===== src/rtl/seq_sat_counter.sv =====
// Up-counter that sticks at all-ones and clears only on reset.
module seq_sat_counter #(
  parameter int W = 16
) (
  input  logic         clk,
  input  logic         reset,
  input  logic         inc,
  output logic [W-1:0] count
);

  logic [W-1:0] count_reg;

  always_ff @(posedge clk) begin
    if (reset) begin
      count_reg <= '0;
    end else if (inc && (count_reg != '1)) begin
      count_reg <= count_reg + W'(1);
    end
  end

  assign count = count_reg;

endmodule


===== config.mk =====
export PLATFORM = sky130hd
export DESIGN_NAME = seq_sat_counter
export DESIGN_NICKNAME = d
export VERILOG_FILES = /design/src/rtl/seq_sat_counter.sv
export SDC_FILE = /design/constraint.sdc
export NUM_CORES = 1
export LEC_CHECK = 0
export CORE_UTILIZATION = 59
export CTS_CLUSTER_DIAMETER = 60
export DETAILED_ROUTE_END_ITERATION = 8
export DONT_BUFFER_PORTS = 1
export PLACE_DENSITY = 0.73
export SETUP_SLACK_MARGIN = 0.02
export SKIP_CTS_REPAIR_TIMING = 1
export SLEW_MARGIN = 20
export SYNTH_ARGS = -nofsm -noshare
export SYNTH_HDL_FRONTEND = slang
export SYNTH_SLANG_ARGS = --single-unit

===== constraint.sdc =====
create_clock -name clk -period 2.3 [get_ports clk]
set_clock_uncertainty 0.2 [all_clocks]
set_input_delay 0.345 -clock clk [delete_from_list [all_inputs] [get_ports clk]]
set_output_delay 0.345 -clock clk [all_outputs]
set_load 0.05 [all_outputs]

== Yosys cells after proc, flatten, opt, wreduce, memory -nomap -nowiden ==
Index checks and enable logic that the tools add are counted.

* $add $sub $neg: 1
* Reduce and logical (&&, ||, !) cells: 1
* Equal/unequal tests: 1

{| class="wikitable"
|+ Operator list
! cell !! number
|-
| $add A16 B1 Y16 const B || 1
|-
| $ne A16 B16 Y1 const B || 1
|-
| $logic_and A1 B1 Y1 || 1
|}

* Word-level logic and storage cells: 4
* Input port bits: 3
* Output and inout bits: 16
* Register bits after elaboration: 16

== Logic depth before layout (Yosys ltp) ==
Gate-level depths: netlist of the first run.

* Word-level depth: 2
* Gate-level depth with buffers: 6
* Depth with buffers taken out: 5

== Least setup slack after synthesis of the first run ==
Ideal clock, no wire load.

* Path kind: reg2reg
* From: register count_reg[10] (netlist: count[10])
* To: register count_reg[15] (netlist: count[15])
* Slack: 0.122 ns
* Clock period less this slack: 2.178 ns
* Stages on the path, launching flop included: 5
* Required time: 2.030 ns
* Library setup time: 0.070 ns
* Arrival time: 1.908 ns
* Buffers on the path: 0
* Path through: dfxtp_1 -> nand3_1 -> or4_1 -> or4_1 -> a21oi_1

* Word-level cells in the longest chain between the ends: 2
* Elaborated cells between the ends (all ways): 3
* Those cells by class: add/sub: 1; eq/ne: 1; reduce/logical: 1

{| class="wikitable"
|+ RTL lines
! what !! RTL line !! text
|-
| from (decl) || 11 || <nowiki>logic [W-1:0] count_reg;</nowiki>
|-
| from (signal assigned) || 17 || <nowiki>count_reg <= count_reg + W'(1);</nowiki>
|-
| branches (longest 2 deep; another with $add A16 B1 Y16) || n/a ||
|}

Several ways; the timed one is not identified.
A chain may end at the register's enable or synchronous reset.

== Worst setup path in the final report of the first run ==
Same ends and word-level chain as after synthesis.

==> results of run 1 <==
## placed cells by master (no fill, tap or decap), types with 4 or more instances in the layout
cell	instances
nand3_1	6
a21oi_1	10
nor2_1	6
nand2_1	6
or4_1	7
nor3_1	4
buf_4	17
o21ai_0	4
dfxtp_1	16
o31ai_1	6
## per-layer routing
metal  vias to the layer above  GRT usage  share of wire
met5                         -          0              0
li1                        422          -              -
met1                       378      0.312           0.48
met3                         4     0.0455          0.048
met4                         0     0.0776         0.0075
met2                        22      0.423           0.46
## cells in the mapped netlist, drive strengths merged
cell / count / area (um2)
nand4: 4 / 40.0
o21ai: 4 / 20.0
clkbuf: 2 / 7.51
o311ai: 1 / 8.76
nand3b: 1 / 7.51
mux2: 1 / 11.3
nor4: 3 / 33.8
nor3: 4 / 20.0
o41ai: 1 / 8.76
and3: 1 / 6.26
or3: 3 / 18.8
and4: 3 / 26.3
dfxtp: 16 / 320
nor4bb: 1 / 10.0
o21a: 1 / 7.51
or4: 7 / 52.6
nor2: 6 / 22.5
buf: 2 / 8.75
a21oi: 10 / 50.1
nand3: 6 / 30.0
nor2b: 2 / 12.5
o31ai: 6 / 45.0
inv: 3 / 11.3
nand2: 7 / 28.8
ha: 1 / 12.5
xnor2: 2 / 17.5
mux2i: 1 / 10.0
## critical path: stages (launching register included)
cell and delay (ns):
dfxtp_1 0.44, nand3_1 0.16, or4_1 0.50, or4_1 0.41
a21oi_1 0.15
## per-stage QoR
stage	util	total power [mW]	std cells	hold WS (ns)
after floorplan	-	0.308	99	0.305
after global placement	0.743	0.310	127	0.216
after detailed placement	0.743	0.311	127	0.218
after CTS	0.760	0.456	130	-0.0893
after global routing	0.767	0.472	131	0.0164
final	0.767	0.455	131	0.0147
## logic make-up after synthesis
logic type | synth area share
and+or+nand+nor | 0.364
AOI/OAI and AO/OA | 0.165
DFF | 0.378
buffers and inverters | 0.0324
xor gates and xnor gates | 0.0207
muxes | 0.0251
adders and majority gates | 0.0147
## cell type report
type	count	area, um2	share of cell area
clock buffer	3	22.5	0.0223
inverter	3	11.3	0.0111
multi-input combinational	76	500	0.495
sequential	16	320	0.317
tap	15	18.8	0.0186
timing repair buffer	18	138	0.136
## report_power, final
group / leakage, nW / internal (mW) / switching [mW] / total, mW
clock network: 0.0138 / 0.0607 / 0.0851 / 0.146
registers: 0.129 / 0.279 / 0.00207 / 0.282
logic: 0.224 / 0.00804 / 0.0199 / 0.0279
## worst paths after layout
kind	from	end	slack, ns	cells after the start
setup / recovery	count[10]	count[15]	0.36	4
hold / removal	inc	count[1]	0.01	2
setup reg to reg	count[10]	count[15]	0.36	4
hold reg to reg	count[15]	count[15]	0.35	2
==> results.py, run 1 <==
metrics = {
    "clocking": {
        "root_buffer": "clkbuf_4",
        "cts_sinks": 16,
        "cts_buffers": 3,
        "cts_buffer_depth": 2,
        "cts_tree": "done",
        "htreeDepth": 1,
        "clk_pin_slew_worst_paths_ns": 0.09,
        "clkLatencyLatePin_ns": 0.28,
    },
    "critical_path": {
        "cp-start-kind": "flip-flop",
        "crit_path_end_kind": "flip-flop",
        "crit_fanout": 7,
        "criticalPathCategory": "flip-flop to flip-flop",
        "critPathRequiredTime_ns": 2.31,
        "crit_arrival_ns": 1.94,
    },
    "grt": {
        "grt_pass1_wl_um": 2700,
        "grt-ovfl-total": 0,
        "grt_usage": 0.249,
        "grt_start_max_net_pins": 18,
        "grt_pass1_vias": 660,
        "antenna_found_initial": 0,
    },
    "route": {
        "via_per_inst": 6.31,
        "antenna_left": 0,
        "first_iter_violations": 15,
        "num_vias": 826,
        "drc": 0,
        "drt_wl_total_um": 1880,
        "first_pass_iters": 4,
        "routedWlPerCell_um": 14.3,
    },
    "sta": {
        "finalSetupViolCount": 0,
        "maxSlewViolCount": 0,
        "setup_slack_ns": 0.364,
        "fmax_ghz": 0.517,
        "finalSetupTns_ns": 0,
        "max_slew.worst_pin.slew_ns": 0.585,
        "fin_crit_ns": 1.94,
        "slew-limit-headroom": 0.605,
        "hold_viol_final": 0,
        "min_period_over_period": 0.842,
        "rsz0062_at_grt": "false",
    },
    "power_and_ir_drop": {
        "p_leak_nw": 0.367,
        "peakVddDrop_mv": 0.262,
        "power_density_nw_per_um2": 450,
    },
    "final_layout": {
        "postLayoutCellArea_um2": 1010,
        "nFillCells": 104,
        "num_antenna_cells": 0,
        "drive_gt1_frac": 0.207,
        "largest_reg_flops": 16,
        "syn2layout_area_growth_pct": 19.2,
        "fin_nets": 122,
    },
    "synth": {
        "syn_area_per_cell_um2": 8.57,
        "synth_seq_cells": 16,
        "seq_area_frac_synth": 0.378,
        "syn_inst": 99,
        "syn_area_um2": 848,
        "yosys_warnings": 0,
        "synth_nets": 103,
        "yosysUniqueCellTypes": 31,
    },
    "placement": {
        "placed_cell_area_um2": 978,
        "hpwl_um": 1370,
        "dp_slack_ns": 0.404,
        "port_buffers": 0,
        "gp_congestion": 0.696,
    },
    "floorplan": {
        "ios": 19,
        "die_area_um2": 1590,
        "start_util": 0.644,
        "die_w_um": 39.9,
        "num_rows": 13,
        "die_h_um": 39.9,
        "core_region_area_um2": 1320,
    },
    "run": {
        "maxCapViolations": 0,
    },
    "outcome": {
        "status": "finished clean",
    },
    "worst_hold_path": {
        "hp-class": "primary input to flip-flop",
    },
}
Note: power is estimated with default switching activity, not from simulation.
==> run 2, diff against run 1 <==
==> constraint.sdc (replaced) <==
create_clock -name clk -period 1.8 [get_ports clk]
set_clock_uncertainty 0.2 [all_clocks]
set_input_delay 0.27 -clock clk [delete_from_list [all_inputs] [get_ports clk]]
set_output_delay 0.27 -clock clk [all_outputs]
set_load 0.05 [all_outputs]
==> run 2 against run 1 <==
  * The flow now finishes with violations (negative hold slack, negative setup slack)
  * Non-clock buffer count rose by 8
  * Register-to-register slack got worse by 0.39 ns
  * Hold slack worse by 0.20 ns
  * Via count increased by 13%
  * Clock-buffer cell count unchanged
  * Utilization increased by 16 points
  * Setup slack lost 0.39 ns
  * Critical path type unchanged
  * Largest cell class unchanged
  * Largest power group unchanged
==> results.py, run 2 (synthesized netlist as in run 1, its figures left out) <==
metrics = {
    "clocking": {
        "root_buffer": "clkbuf_4",
        "cts_buffers": 3,
        "cts_sinks": 16,
        "cts_tree": "done",
        "htreeDepth": 1,
        "clkLatencyLatePin_ns": 0.29,
        "cts_buffer_depth": 2,
        "clk_pin_slew_worst_paths_ns": 0.10,
    },
    "sta": {
        "min_period_over_period": 1.02,
        "max_slew.worst_pin.slew_ns": 0.378,
        "hold_viol_final": 15,
        "setup_slack_ns": -0.0285,
        "fmax_ghz": 0.547,
        "hold_ws_ns": -0.185,
        "finalSetupTns_ns": -0.0407,
        "slew-limit-headroom": 0.745,
        "maxSlewViolCount": 0,
        "fin_crit_ns": 1.83,
        "rsz0062_at_grt": "true",
        "finalSetupViolCount": 2,
    },
    "critical_path": {
        "crit_path_end_kind": "flip-flop",
        "timing.rr.start": "count[12]",
        "cp-start-kind": "flip-flop",
        "critPathRequiredTime_ns": 1.82,
        "worstSetupStartpoint": "count[12]",
        "crit_arrival_ns": 1.84,
        "crit_fanout": 5,
        "criticalPathCategory": "flip-flop to flip-flop",
    },
    "power_and_ir_drop": {
        "p_leak_nw": 0.445,
        "p_clk_frac": 0.348,
        "comb_power_share": 0.060,
        "p_int_uw": 429,
        "switching_share": 0.252,
        "power_density_nw_per_um2": 471,
        "p_sw_uw": 144,
        "peakVddDrop_mv": 0.666,
        "power_uw": 573,
        "seqPwrFrac": 0.593,
    },
    "floorplan": {
        "die_w_um": 39.9,
        "ios": 19,
        "die_h_um": 39.9,
        "start_util": 0.644,
        "die_area_um2": 1590,
        "core_region_area_um2": 1320,
        "num_rows": 13,
    },
    "outcome": {
        "status": "complete, but fails checks",
        "violations": "negative hold slack, negative setup slack",
    },
    "route": {
        "antenna_left": 0,
        "via_per_inst": 6.66,
        "drt_wl_total_um": 2580,
        "num_vias": 932,
        "drc": 0,
        "first_pass_iters": 4,
        "first_iter_violations": 40,
        "routedWlPerCell_um": 18.4,
    },
    "grt": {
        "antenna_found_initial": 0,
        "grt_usage": 0.304,
        "grt_start_max_net_pins": 18,
        "grt_pass1_wl_um": 3110,
        "grt-ovfl-total": 0,
        "grt_pass1_vias": 730,
    },
    "final_layout": {
        "mostFrequentLayoutCells": "26 x buf_4, 16 x dfxtp_4, 6 x nand2_1, 6 x o31ai_1, 6 x nor2_1",
        "largest_reg_flops": 16,
        "fin_nets": 130,
        "nFillCells": 52,
        "postLayoutCoreUtil": 0.924,
        "final_common_cell": "buf_4",
        "multiInputGateArea_um2": 586,
        "stdcell_count": 140,
        "seq_area_um2": 380,
        "syn2layout_area_growth_pct": 43.5,
        "num_antenna_cells": 0,
        "drive_gt1_frac": 0.512,
        "postLayoutCellArea_um2": 1220,
    },
    "placement": {
        "port_buffers": 0,
        "hpwl_um": 1600,
        "dp.cells": 136,
        "gp_congestion": 0.786,
        "placed_cell_area_um2": 1120,
    },
    "worst_hold_path": {
        "hp-class": "primary input to flip-flop",
        "min_from": "reset",
    },
    "run": {
        "maxCapViolations": 0,
    },
}
## run 2: cell types whose count changed in the layout (fill, tap and decap cells not counted), sizes merged
cell	previous run	this run
dlygate4sd3	1	0
buf	17	26
clkinv	0	1
## run 2: stage by stage
step                hold WS [ns]  setup slack, ns
floorplan                  0.219          -0.0414
global placement           0.132         -0.00610
detailed placement         0.135          -0.0716
CTS                       -0.171           -0.126
global route              -0.183           -0.101
finish                    -0.185          -0.0285
## run 2: area by class of cell
type	count	area share
Sequential cell	16	0.312
Clock buffer	3	0.0185
Tap cell	15	0.0154
Multi-Input combinational cell	76	0.481
Clock inverter	1	0.00308
Inverter	3	0.00925
Timing Repair Buffer	26	0.160
## run 2: path summary, 6_finish.rpt
kind | to | slack [ns] | depth (start not counted)
worst min register to register | count[3] | 0.33 | 2
worst max-delay path | count[15] | -0.03 | 4
worst min-delay path | count[3] | -0.18 | 1
worst max register to register | count[15] | -0.03 | 4
## run 2: power by group through the flow
| stage | registers, mW | clock network [mW] | logic, mW |
|---|---|---|---|
| after floorplan | 0.360 | 0 | 0.0129 |
| after global placement | 0.346 | 0 | 0.0306 |
| after detailed placement | 0.346 | 0 | 0.0319 |
| after CTS | 0.338 | 0.196 | 0.0322 |
| after global routing | 0.340 | 0.208 | 0.0366 |
| final | 0.340 | 0.199 | 0.0343 |
## run 2: critical path, cell delays in order, from the launching register on
cell,delay (ns)
dfxtp_4,0.39
nand3_4,0.09
or4_4,0.49
or4_1,0.42
a21oi_1,0.16
## run 2: layer usage
layer  share of wire  routed length [um]  GRT usage
met1            0.41                1050      0.340
met3           0.090                 231     0.0455
met2            0.48                1230      0.540
met5               0                   0          0
met4           0.025                  65      0.164
